==> src/rtl/sram_port_arbiter.sv <==
// Shares one SRAM-like port between IF fetch and EX/MEM data access.
// Define ARB_RR_EN for round-robin arbitration; default is data-first.
module sram_port_arbiter #(
  parameter int ADDR_W = 32,
  parameter int DATA_W = 32
) (
  input  logic                clk,
  input  logic                rst,
  input  logic                inst_req,
  input  logic [ADDR_W-1:0]   inst_addr,
  output logic [DATA_W-1:0]   inst_rdata,
  output logic                inst_ok,
  input  logic                data_req,
  input  logic                data_wr,
  input  logic [DATA_W/8-1:0] data_wstrb,
  input  logic [ADDR_W-1:0]   data_addr,
  input  logic [DATA_W-1:0]   data_wdata,
  output logic [DATA_W-1:0]   data_rdata,
  output logic                data_ok,
  output logic                mem_req,
  output logic                mem_wr,
  output logic [DATA_W/8-1:0] mem_wstrb,
  output logic [ADDR_W-1:0]   mem_addr,
  output logic [DATA_W-1:0]   mem_wdata,
  input  logic                mem_addr_ok,
  input  logic                mem_data_ok,
  input  logic [DATA_W-1:0]   mem_rdata,
  output logic                stallreq_for_mem
);

  localparam int SW = DATA_W / 8;

  typedef enum logic [1:0] {
    S_IDLE,
    S_REQ,
    S_WAIT,
    S_DONE
  } state_e;

  state_e              state_q;
  logic                grant_q;
  logic [ADDR_W-1:0]   addr_q;
  logic                wr_q;
  logic [SW-1:0]       wstrb_q;
  logic [DATA_W-1:0]   wdata_q;
  logic [DATA_W-1:0]   inst_rdata_q;
  logic [DATA_W-1:0]   data_rdata_q;
  logic                mem_req_q;
  logic                inst_ok_q;
  logic                data_ok_q;

  logic                grant_d;
  logic [ADDR_W-1:0]   addr_d;
  logic                wr_d;
  logic [SW-1:0]       wstrb_d;
  logic [DATA_W-1:0]   wdata_d;
  logic                cap;

`ifdef ARB_RR_EN
  logic                last_grant_q;

  // grant bit: 1 = data, 0 = inst
  assign grant_d = data_req & (~inst_req | ~last_grant_q);
`else
  assign grant_d = data_req;
`endif

  always_comb begin
    addr_d  = inst_addr;
    wr_d    = 1'b0;
    wstrb_d = '0;
    wdata_d = '0;
    if (grant_d) begin
      addr_d  = data_addr;
      wr_d    = data_wr;
      wstrb_d = data_wstrb;
      wdata_d = data_wdata;
    end
  end

  assign cap = ((state_q == S_REQ) & mem_addr_ok & mem_data_ok)
             | ((state_q == S_WAIT) & mem_data_ok);

  always_ff @(posedge clk or negedge rst) begin
    if (!rst) begin
      state_q   <= S_IDLE;
      grant_q   <= 1'b0;
      addr_q    <= '0;
      wr_q      <= 1'b0;
      wstrb_q   <= '0;
      wdata_q   <= '0;
      mem_req_q <= 1'b0;
      inst_ok_q <= 1'b0;
      data_ok_q <= 1'b0;
`ifdef ARB_RR_EN
      last_grant_q <= 1'b0;
`endif
    end else begin
      inst_ok_q <= 1'b0;
      data_ok_q <= 1'b0;
      unique case (state_q)
        S_IDLE: begin
          if (inst_req | data_req) begin
            state_q   <= S_REQ;
            mem_req_q <= 1'b1;
            grant_q   <= grant_d;
            addr_q    <= addr_d;
            wr_q      <= wr_d;
            wstrb_q   <= wstrb_d;
            wdata_q   <= wdata_d;
          end
        end
        S_REQ: begin
          if (mem_addr_ok) begin
            mem_req_q <= 1'b0;
            if (mem_data_ok) begin
              state_q   <= S_DONE;
              inst_ok_q <= ~grant_q;
              data_ok_q <= grant_q;
            end else begin
              state_q <= S_WAIT;
            end
          end
        end
        S_WAIT: begin
          if (mem_data_ok) begin
            state_q   <= S_DONE;
            inst_ok_q <= ~grant_q;
            data_ok_q <= grant_q;
          end
        end
        S_DONE: begin
          state_q <= S_IDLE;
`ifdef ARB_RR_EN
          last_grant_q <= grant_q;
`endif
        end
        default: state_q <= S_IDLE;
      endcase
    end
  end

  always_ff @(posedge clk or negedge rst) begin
    if (!rst) begin
      inst_rdata_q <= '0;
      data_rdata_q <= '0;
    end else if (cap) begin
      if (grant_q) data_rdata_q <= mem_rdata;
      else         inst_rdata_q <= mem_rdata;
    end
  end

  assign mem_req    = mem_req_q;
  assign mem_wr     = wr_q;
  assign mem_wstrb  = wstrb_q;
  assign mem_addr   = addr_q;
  assign mem_wdata  = wdata_q;
  assign inst_ok    = inst_ok_q;
  assign data_ok    = data_ok_q;
  assign inst_rdata = inst_rdata_q;
  assign data_rdata = data_rdata_q;

  // gated by reset so every output reads 0 while rst is low
  assign stallreq_for_mem = rst & ((inst_req & ~inst_ok_q)
                                 | (data_req & ~data_ok_q));

endmodule
==> config.mk <==
export PLATFORM = sky130hd
export DESIGN_NAME = sram_port_arbiter
export DESIGN_NICKNAME = d
export VERILOG_FILES = /design/src/rtl/sram_port_arbiter.sv
export SDC_FILE = /design/constraint.sdc
export NUM_CORES = 1
export LEC_CHECK = 0
export ABC_AREA = 1
export BUFFER_PORTS_ARGS = -buffer_cell sky130_fd_sc_hd__buf_2
export CAP_MARGIN = 40
export CORE_ASPECT_RATIO = 0.8
export CORE_MARGIN = 2
export CORE_UTILIZATION = 25
export DETAILED_ROUTE_END_ITERATION = 16
export PLACE_DENSITY_LB_ADDON = 0.3
export SLEW_MARGIN = 10
export SYNTH_ARGS = -nofsm -noshare
export SYNTH_HDL_FRONTEND = slang
export SYNTH_SLANG_ARGS = --single-unit
==> constraint.sdc <==
create_clock -name clk -period 1.7 [get_ports clk]
set_input_delay 0.425 -clock clk [delete_from_list [all_inputs] [get_ports clk]]
set_output_delay 0.425 -clock clk [all_outputs]
set_load 0.01 [all_outputs]
# == Word level (Yosys, flattened, before mapping) ==
# Cells that the tools add are included.
# word_totals
mem_bits_ro,0
n_memories,0
in_bits,139
ram_bits,0
latch_bits,0
out_inout_bits,137
register_bits,139
wordCells,54
# classes
n_bitwise,12
n_mux,18
order_cmp,0
n_div,0
n_addsub,0
mul,0
n_reduce_logical,7
n_shift,0
n_eq_ne,6
# ops
operator,n
32-bit two-way mux,2
1-bit two-way mux,8
2-bit one-hot mux with 4 select lines,1
1-bit AND,6
2-bit two-way mux,3
"2-bit inequality test, second input constant",3
1-bit one-hot mux with 2 select lines,3
2-bit AND reduction,3
3-bit AND reduction,2
"2-bit equality test, second input constant",2
4-bit two-way mux,1
1-bit inverter,3
1-bit OR,3
"2-bit by 1-bit equality test with 1-bit output, second input constant",1
2-bit zero test,1
2-bit nonzero test,1

# == Depth between registers and ports, before layout ==
# Gate-level depths: netlist (run 1).
# logic_depth
ltp_word,5
ltp_mapped,8
ltp_nobuf,7

# == Least setup slack after synthesis (run 1) ==
# OpenSTA, ideal clock, no wires.
# synth_path
kind,register to register
startpoint,reg state_q[0]
endpoint,"reg addr_q[10], in the netlist mem_addr[10]"
setup_ns,0.066
path_stages_with_launch,9
period_less_slack_ns,1.388
path_buffers,2
arrival_time_ns,1.322
setup_slack_ns,0.312
required_time_ns,1.634
cell_sequence,dfrtp_1 -> inv_1 -> ha_1 -> inv_2 -> buf_6 -> nor2_8 -> buf_6 -> o211ai_1 -> nand2_1
# synth_between
elab_chain_len,2
# synth_rtl
element,line,rtl
start: declaration,40,state_e state_q;
start signal: assignment,86,state_q <= S_IDLE;
start signal: assignment,104,state_q <= S_REQ;
start signal: assignment,117,state_q <= S_DONE;
2-bit zero test,101,unique case (state_q)
2-bit AND reduction (no source line),--,
end signal: assignment,107,addr_q <= addr_d;
end: declaration,42,logic [ADDR_W-1:0] addr_q;
# No other way between the ends.
# A chain may end at the register's enable or synchronous reset.

# == Final worst setup path (run 1) ==
# layout_path
startpoint,"reg inst_ok_q, in the netlist inst_ok"
endpoint,out stallreq_for_mem
# layout_between
elab_chain_len,4
# layout_rtl
element,line,rtl
start: declaration,49,logic inst_ok_q;
start signal: assignment,118,inst_ok_q <= ~grant_q;
start signal: assignment,128,inst_ok_q <= ~grant_q;
1-bit inverter,164,assign stallreq_for_mem = rst & ((inst_req & ~inst_ok_q)
1-bit AND,164,
1-bit OR,165,| (data_req & ~data_ok_q));
1-bit AND,164,
end: declaration,28,output logic stallreq_for_mem
# No other way between the ends.

==> flow_metrics.py, run 1 <==
metrics = {
    "status": {
        "status": "finished, final reports clean",
    },
    "logic_synthesis": {
        "seq_area_frac_synth": 0.585,
        "synth_common_cells": "nand2_1 (146), dfrtp_1 (139), o21ai_0 (128)",
        "synth_ff_type": "dfrtp_1",
        "synth_top_area_share": 0.585,
        "syn_area_per_cell_um2": 9.40,
        "yosys.area.top_type": "dfrtp_1",
        "syn-cell-area_um2": 5940,
        "ys_top_cells_by_area": "dfrtp_1 (59%), o21ai_0 (11%), nand2_1 (9.2%)",
        "synth-async-reset-ratio": 1.00,
        "synthesis.nets": 776,
        "synth_most_common_cell": "nand2_1",
        "synth_edf_count": 0,
        "yosysWarnings": 0,
        "ys_seq_elements": 139,
        "synth_cell_types": 24,
        "syn-instance-count": 632,
    },
    "cts": {
        "cts.clk_slew.worst_paths_ps": 60,
        "clockBufferDepth": 2,
        "cts_buffers": 17,
        "cts-root-buf": "clkbuf_16",
        "cts_max_level": 4,
        "clk_latency_ps": 430,
        "cts_num_sinks": 139,
        "cts_tree": "yes",
    },
    "job": {
        "cap_violations": 0,
    },
    "grt": {
        "gr-usage-all-layers": 0.144,
        "overflow": 0,
        "grt_antenna_before_repair": 2,
        "grt_pass1_wl_mm": 28.4,
        "grt_pass1_vias": 5225,
        "grt_max_degree": 140,
    },
    "place": {
        "placed_area_um2": 7650,
        "port_buffers": 275,
        "gp_congestion": 0.745,
        "place_inst": 1191,
        "hpwlAfterDp_mm": 12.2,
    },
    "sta": {
        "fmax_mhz": 615,
        "final-setup-viol-count": 0,
        "worst_pin_slew_ps": 822,
        "finalSetupTns_ps": 0,
        "slew_headroom": 0.452,
        "slew_violations": 0,
        "fin_crit_ps": 1630,
        "rsz0062_at_grt": "no",
        "clock_skew_ps": 21.3,
        "hold_viol": 0,
        "fin_crit_sh": 0.956,
        "whs_ps": 100,
    },
    "critical_path": {
        "critical_path.top_delay_family": "flip-flops",
        "arrival_ps": 1200,
        "start_kind": "flop",
        "endpoint_kind": "output pin",
        "worstPathRequired_ps": 1270,
        "worstSetupPathType": "reg2out",
        "slowest_delay_ps": 400,
        "cp_slowest_cell": "dfrtp_1",
        "path_max_fanout": 2,
        "path_buf_inv": 1,
        "crit_chain": "o22ai_2, and2_4, buf_6",
    },
    "die": {
        "die_h_um": 142,
        "coreArea_um2": 23400,
        "dieWidth_um": 176,
        "pin_count": 276,
        "placementRows": 50,
        "die-area_um2": 25000,
        "initial_core_util": 0.254,
    },
    "routing": {
        "vias_per_cell": 4.33,
        "wirelength_mm": 18.1,
        "drcViolationCount": 0,
        "antenna_left": 0,
        "drtPass1Iterations": 4,
        "routedWlPerCell_um": 14.8,
        "drtIter0Drc": 212,
        "vias": 5305,
    },
    "final_layout": {
        "insertedDiodeCount": 0,
        "final_net_count": 1045,
        "fin_cells": 1226,
        "drive_gt1_frac": 0.403,
        "final_cell_area_um2": 8300,
        "area_growth_pct": 39.6,
    },
    "power": {
        "total_power_mw": 15.1,
        "leakagePower_nw": 4.48,
        "peakVddDrop_uv": 683,
        "power_density_nw_per_um2": 1820,
    },
    "min_path": {
        "hp-class": "in2async",
    },
}
[path summary, 6_finish.rpt]
check	startpoint	endpoint	slack, ps	depth (start not counted)
hold reg to reg	inst_rdata[2]$_DFFE_PN0P_	inst_rdata[2]$_DFFE_PN0P_	480	2
setup reg to reg	state_q[1]$_DFFE_PN0P_	mem_addr[24]$_DFFE_PN0P_	140	6
max in group asynchronous	rst	mem_addr[7]$_DFFE_PN0P_	950	2
min in group clk	data_addr[10]	mem_addr[10]$_DFFE_PN0P_	230	3
setup / recovery	inst_ok$_DFF_PN0_	stallreq_for_mem	70	3
hold / removal	rst	mem_wdata[31]$_DFFE_PN0P_	100	2
[flip-flops by register name, indices dropped and copies added, names as in the netlist]
| signal | flops |
|---|---|
| mem_req | 1 |
| inst_rdata | 32 |
| mem_addr | 32 |
| grant_q | 1 |
| inst_ok | 1 |
| state_q | 2 |
| data_rdata | 32 |
| mem_wr | 1 |
| data_ok | 1 |
| mem_wstrb | 4 |
| mem_wdata | 32 |
[power by group]
| part | internal, mW | switching [mW] | total, mW |
|---|---|---|---|
| combinational | 2.30 | 3.48 | 5.78 |
| sequential | 4.80 | 0.712 | 5.51 |
| clock | 2.20 | 1.57 | 3.77 |
[routing by layer]
layer  track usage  wire length, µm  up-vias  share of wire
met4        0.0361              167        4         0.0092
met1         0.191             8480     2481           0.47
met3        0.0498             1360       15          0.075
met5             0               23        -         0.0013
met2         0.225             8120      169           0.45
li1              -                -     2636              -
[through the flow]
stage                util  worst slack [ps]
floorplan               -               312
global placement    0.327              17.3
detailed placement  0.327             -57.7
CTS                 0.354              14.8
global route        0.355              2.17
finish              0.355              74.6
[repair_timing]
item,4_1_cts,5_1_grt
setup buffers,2,0
pin swaps,2,1
endpoints found under the setup margin,33,47
hold buffers,0,0
resized for setup,0,11
cloned,1,0
[placed cells by master, fill, tap and decap left out, drive strengths merged]
| cell type | synthesis | routed |
|---|---|---|
| ha | 5 | 5 |
| o22ai | 1 | 1 |
| clkinv | 0 | 5 |
| o211ai | 32 | 32 |
| o21ai | 134 | 134 |
| and2 | 1 | 1 |
| nand3 | 44 | 44 |
| nor2 | 3 | 4 |
| nand4 | 2 | 2 |
| buf | 23 | 293 |
| inv | 43 | 50 |
| nor3 | 2 | 2 |
| or2 | 33 | 33 |
| dfrtp | 139 | 139 |
| clkbuf | 21 | 18 |
| bufinv | 0 | 2 |
| a21oi | 2 | 2 |
| nand2 | 147 | 147 |
[kinds of logic (layout without fill, tap and decap cells)]
group,after synthesis,count (layout),synth area share
and+or+nand+nor,232,233,0.181
buffers and inverters,87,368,0.0667
AOI/OAI and AO/OA,169,169,0.156
DFF,139,139,0.585
adders and majority gates,5,5,0.0105
[final cells by class]
type,count,area (µm²)
repair buffers,293,1590
fillers,2458,15100
inverters,43,161
clock inverters,14,156
well taps,312,390
flip-flops and latches,139,3480
multi-input cells,407,2090
clock buffers,18,429
(Power assumes the default switching activity.)
==> run 2: changes to the inputs <==
- CORE_MARGIN: 2 -> not set
- PLACE_DENSITY: not set -> 0.48
- PLACE_DENSITY_LB_ADDON: 0.3 -> not set
- clock period: 1.7 -> 2.1 ns (I/O delays scaled with it)
==> run 2 against run 1 <==
Compared with the run above: sequential share of layout area increased by 0.42 points; register-to-register slack improved by 250 ps; sequential power is 19% lower; hold slack better by 86 ps.
==> flow_metrics.py, run 2 (synthesis results as in run 1) <==
metrics = {
    "cts": {
        "post_cts_buffers": 0,
        "cts.clk_slew.worst_paths_ps": 60,
        "cts_num_sinks": 139,
        "ctsHoldBuffers": 0,
        "clk_latency_ps": 430,
        "cts-root-buf": "clkbuf_16",
        "clockBufferDepth": 2,
        "cts_tree": "yes",
        "cts_buffers": 17,
        "ctsResizeCount": 0,
        "cts_max_level": 4,
    },
    "final_layout": {
        "fin_util": 0.352,
        "final_cell_mix": "buf_2 (274), nand2_1 (146), dfrtp_1 (139)",
        "nFillCells": 2489,
        "final_cell_area_um2": 8210,
        "area_growth_pct": 38.2,
        "final_common_cell": "buf_2",
        "drive_gt1_frac": 0.396,
        "fin_cells": 1221,
        "insertedDiodeCount": 0,
        "final_net_count": 1040,
    },
    "place": {
        "pre_cts_ws_ps": 299,
        "port_buffers": 275,
        "gp_congestion": 0.758,
        "hpwlAfterDp_mm": 12.4,
        "placed_area_um2": 7650,
        "place_inst": 1189,
    },
    "grt": {
        "grt_pass1_vias": 5263,
        "gr-usage-all-layers": 0.149,
        "overflow": 0,
        "grt_max_degree": 140,
        "grt_antenna_before_repair": 0,
        "grt_pass1_wl_mm": 28.6,
    },
    "power": {
        "power_density_nw_per_um2": 1450,
        "leakagePower_nw": 4.42,
        "peakVddDrop_uv": 500,
        "total_power_mw": 11.9,
    },
    "routing": {
        "routedWlPerCell_um": 14.6,
        "vias_per_cell": 4.27,
        "vias": 5211,
        "drtPass1Iterations": 4,
        "wirelength_mm": 17.9,
        "drtIter0Drc": 258,
        "antenna_left": 0,
        "drcViolationCount": 0,
    },
    "critical_path": {
        "arrival_ps": 1270,
        "start_kind": "input pin",
        "path_max_fanout": 15,
        "worstPathRequired_ps": 1570,
        "worstSetupPathType": "in2out",
        "endpoint_kind": "output pin",
    },
    "die": {
        "die-area_um2": 24400,
        "placementRows": 50,
        "dieWidth_um": 174,
        "die_h_um": 140,
        "pin_count": 276,
        "coreArea_um2": 23300,
        "initial_core_util": 0.255,
    },
    "sta": {
        "fmax_mhz": 558,
        "slew_violations": 0,
        "whs_ps": 186,
        "rsz0062_at_grt": "no",
        "worst_pin_slew_ps": 862,
        "clock_skew_ps": 20.5,
        "hold_viol": 0,
        "finalSetupTns_ps": 0,
        "fin_crit_ps": 1790,
        "final-setup-viol-count": 0,
        "fin_ws_ps": 308,
        "slew_headroom": 0.425,
        "fin_crit_sh": 0.853,
    },
    "min_path": {
        "hp-class": "in2async",
    },
    "status": {
        "status": "finished, final reports clean",
    },
    "job": {
        "cap_violations": 0,
    },
}
run 2: critical path, stage by stage:
cell and delay, ps:
buf_2 280, inv_1 100, o22ai_1 110, and2_1 130
buf_2 120
run 2: final timing paths:
kind | startpoint | to | slack [ps] | depth (start not counted)
worst min register to register | inst_rdata[19]$_DFFE_PN0P_ | inst_rdata[19]$_DFFE_PN0P_ | 480 | 2
worst min-delay path | rst | state_q[0]$_DFFE_PN0P_ | 190 | 2
min in group clk | data_addr[10] | mem_addr[10]$_DFFE_PN0P_ | 330 | 3
worst max register to register | state_q[0]$_DFFE_PN0P_ | mem_addr[22]$_DFFE_PN0P_ | 390 | 7
worst max-delay path | data_req | stallreq_for_mem | 310 | 5
max in group asynchronous | rst | mem_wdata[7]$_DFFE_PN0P_ | 1190 | 2
run 2: layout make-up:
cell class,instances,area [µm²],share of cell area
sequential,139,3480,0.424
timing repair buffer,289,1550,0.189
inverter,43,161,0.0197
tap,312,390,0.0475
clock inverter,14,125,0.0152
clock buffer,18,439,0.0535
multi-input combinational,406,2070,0.252
run 2: layer usage:
layer	routed length, µm	track usage	vias up
met5	0	0	-
met4	157	0.0416	0
met3	1300	0.0461	12
met2	8110	0.237	163
met1	8280	0.196	2417
li1	-	-	2619
run 2: power by group:
part / switching [mW] / leakage, nW / internal, mW
clock network: 1.32 / 0.267 / 1.59
logic: 2.79 / 2.41 / 1.78
registers: 0.571 / 1.75 / 3.88
total: 4.68 / 4.42 / 7.26
==> run 3: changes to the inputs <==
- CTS_BUF_LIST: not set -> sky130_fd_sc_hd__clkbuf_4
- CTS_CLUSTER_SIZE: not set -> 10
==> run 3 against run 2 <==
Compared with the run above: sequential share of layout area grew 1.6 points; critical path depth shrank 2; non-clock buffer count is the same; critical path type is now reg2out; highest routed layer unchanged.
==> flow_metrics.py, run 3 (synthesis results as in run 1) <==
metrics = {
    "status": {
        "status": "finished, final reports clean",
    },
    "cts": {
        "cts_tree": "yes",
        "cts.clk_slew.worst_paths_ps": 140,
        "ctsHoldBuffers": 0,
        "cts_num_sinks": 139,
        "ctsResizeCount": 0,
        "cts_buffers": 17,
        "cts_max_level": 4,
        "clk_latency_ps": 530,
        "clockBufferDepth": 2,
        "cts-root-buf": "clkbuf_4",
        "post_cts_buffers": 0,
    },
    "place": {
        "hpwlAfterDp_mm": 12.4,
        "gp_congestion": 0.758,
        "port_buffers": 275,
    },
    "grt": {
        "overflow": 0,
        "grt_pass1_vias": 5222,
        "gr-usage-all-layers": 0.148,
        "grt_pass1_wl_mm": 28.4,
        "grt_antenna_before_repair": 1,
        "grt_max_degree": 140,
    },
    "sta": {
        "slew_headroom": 0.394,
        "hold_viol": 0,
        "clock_skew_ps": 17.4,
        "fin_crit_ps": 1900,
        "fin_crit_sh": 0.903,
        "worst_pin_slew_ps": 908,
        "final-setup-viol-count": 0,
        "finalSetupTns_ps": 0,
        "rsz0062_at_grt": "no",
        "fmax_mhz": 527,
        "slew_violations": 0,
    },
    "routing": {
        "routedWlPerCell_um": 14.5,
        "vias": 5155,
        "drcViolationCount": 0,
        "vias_per_cell": 4.22,
        "wirelength_mm": 17.8,
        "antenna_left": 0,
        "drtIter0Drc": 250,
        "drtPass1Iterations": 6,
    },
    "critical_path": {
        "slowest_delay_ps": 430,
        "cp_slowest_cell": "dfrtp_1",
        "endpoint_kind": "output pin",
        "path_max_fanout": 2,
        "worstPathRequired_ps": 1570,
        "worstSetupPathType": "reg2out",
        "arrival_ps": 1370,
        "path_buf_inv": 1,
        "critical_path.top_delay_family": "flip-flops",
        "start_kind": "flop",
        "crit_chain": "o22ai_1, and2_1, buf_2",
    },
    "die": {
        "die-area_um2": 24400,
        "die_h_um": 140,
        "dieWidth_um": 174,
        "initial_core_util": 0.255,
        "placementRows": 50,
        "coreArea_um2": 23300,
        "pin_count": 276,
    },
    "final_layout": {
        "area_growth_pct": 33.1,
        "drive_gt1_frac": 0.395,
        "multi_input_area_um2": 2070,
        "fin_util": 0.339,
        "nFillCells": 2512,
        "final_net_count": 1040,
        "seq_area_um2": 3480,
        "final_cell_mix": "buf_2 (274), nand2_1 (146), dfrtp_1 (139)",
        "final_common_cell": "buf_2",
    },
    "power": {
        "power_density_nw_per_um2": 1350,
        "total_power_mw": 10.7,
        "leakagePower_nw": 4.29,
        "peakVddDrop_uv": 395,
    },
    "job": {
        "cap_violations": 0,
    },
    "min_path": {
        "hp-class": "in2async",
    },
}
==> run 3: cell count changes in the layout (fill, tap and decap cells not counted), sizes merged <==
cell / delta
clkbuf: -1
diode: +1
clkinv: +1
==> run 3: routing by layer <==
layer | wire [µm] | track usage
met3 | 1250 | 0.0478
met4 | 149 | 0.0360
met5 | 0 | 0
met1 | 8230 | 0.194
met2 | 8140 | 0.237
==> run 3: worst register-to-register path, cell delays in order (launching register included) <==
cell      delay [ps]
dfrtp_1          440
inv_1            130
ha_1             290
inv_2            120
nor2_8           290
buf_12           200
o211ai_1         120
nand2_1           80
==> run 3: final timing paths <==
check	cells after the start	startpoint	endpoint	slack, ps
max	3	inst_ok$_DFF_PN0_	stallreq_for_mem	200
min	2	rst	state_q[0]$_DFFE_PN0P_	30
max reg2reg	7	state_q[0]$_DFFE_PN0P_	mem_addr[22]$_DFFE_PN0P_	360
min reg2reg	2	inst_rdata[19]$_DFFE_PN0P_	inst_rdata[19]$_DFFE_PN0P_	490
max in group asynchronous	2	rst	mem_wdata[0]$_DFFE_PN0P_	1290
min in group clk	3	data_wdata[14]	mem_wdata[14]$_DFFE_PN0P_	200
==> run 3: power breakdown <==
| group | internal [mW] | switching (mW) | leakage [nW] | total (mW) |
|---|---|---|---|---|
| Sequential | 3.87 | 0.570 | 1.75 | 4.44 |
| Clock | 0.510 | 1.16 | 0.130 | 1.67 |
| Combinational | 1.78 | 2.78 | 2.41 | 4.56 |
==> run 3: area by class of cell <==
cell class	instances	area share
antenna	1	0.000316
multi-input combinational	406	0.262
sequential	139	0.440
clock inverter	15	0.0163
clock buffer	17	0.0161
inverter	43	0.0204
timing repair buffer	289	0.196
tap	312	0.0494
==> run 3: per-stage QoR <==
step	hold slack (ps)	area (µm²)	std cells	worst slack [ps]
2_1_floorplan	229	5940	632	580
3_3_place_gp	462	7650	1189	293
3_5_place_dp	468	7650	1189	299
4_1_cts	127	7910	1221	117
5_1_grt	119	7910	1222	82.5
6_report	29.4	7910	1222	204
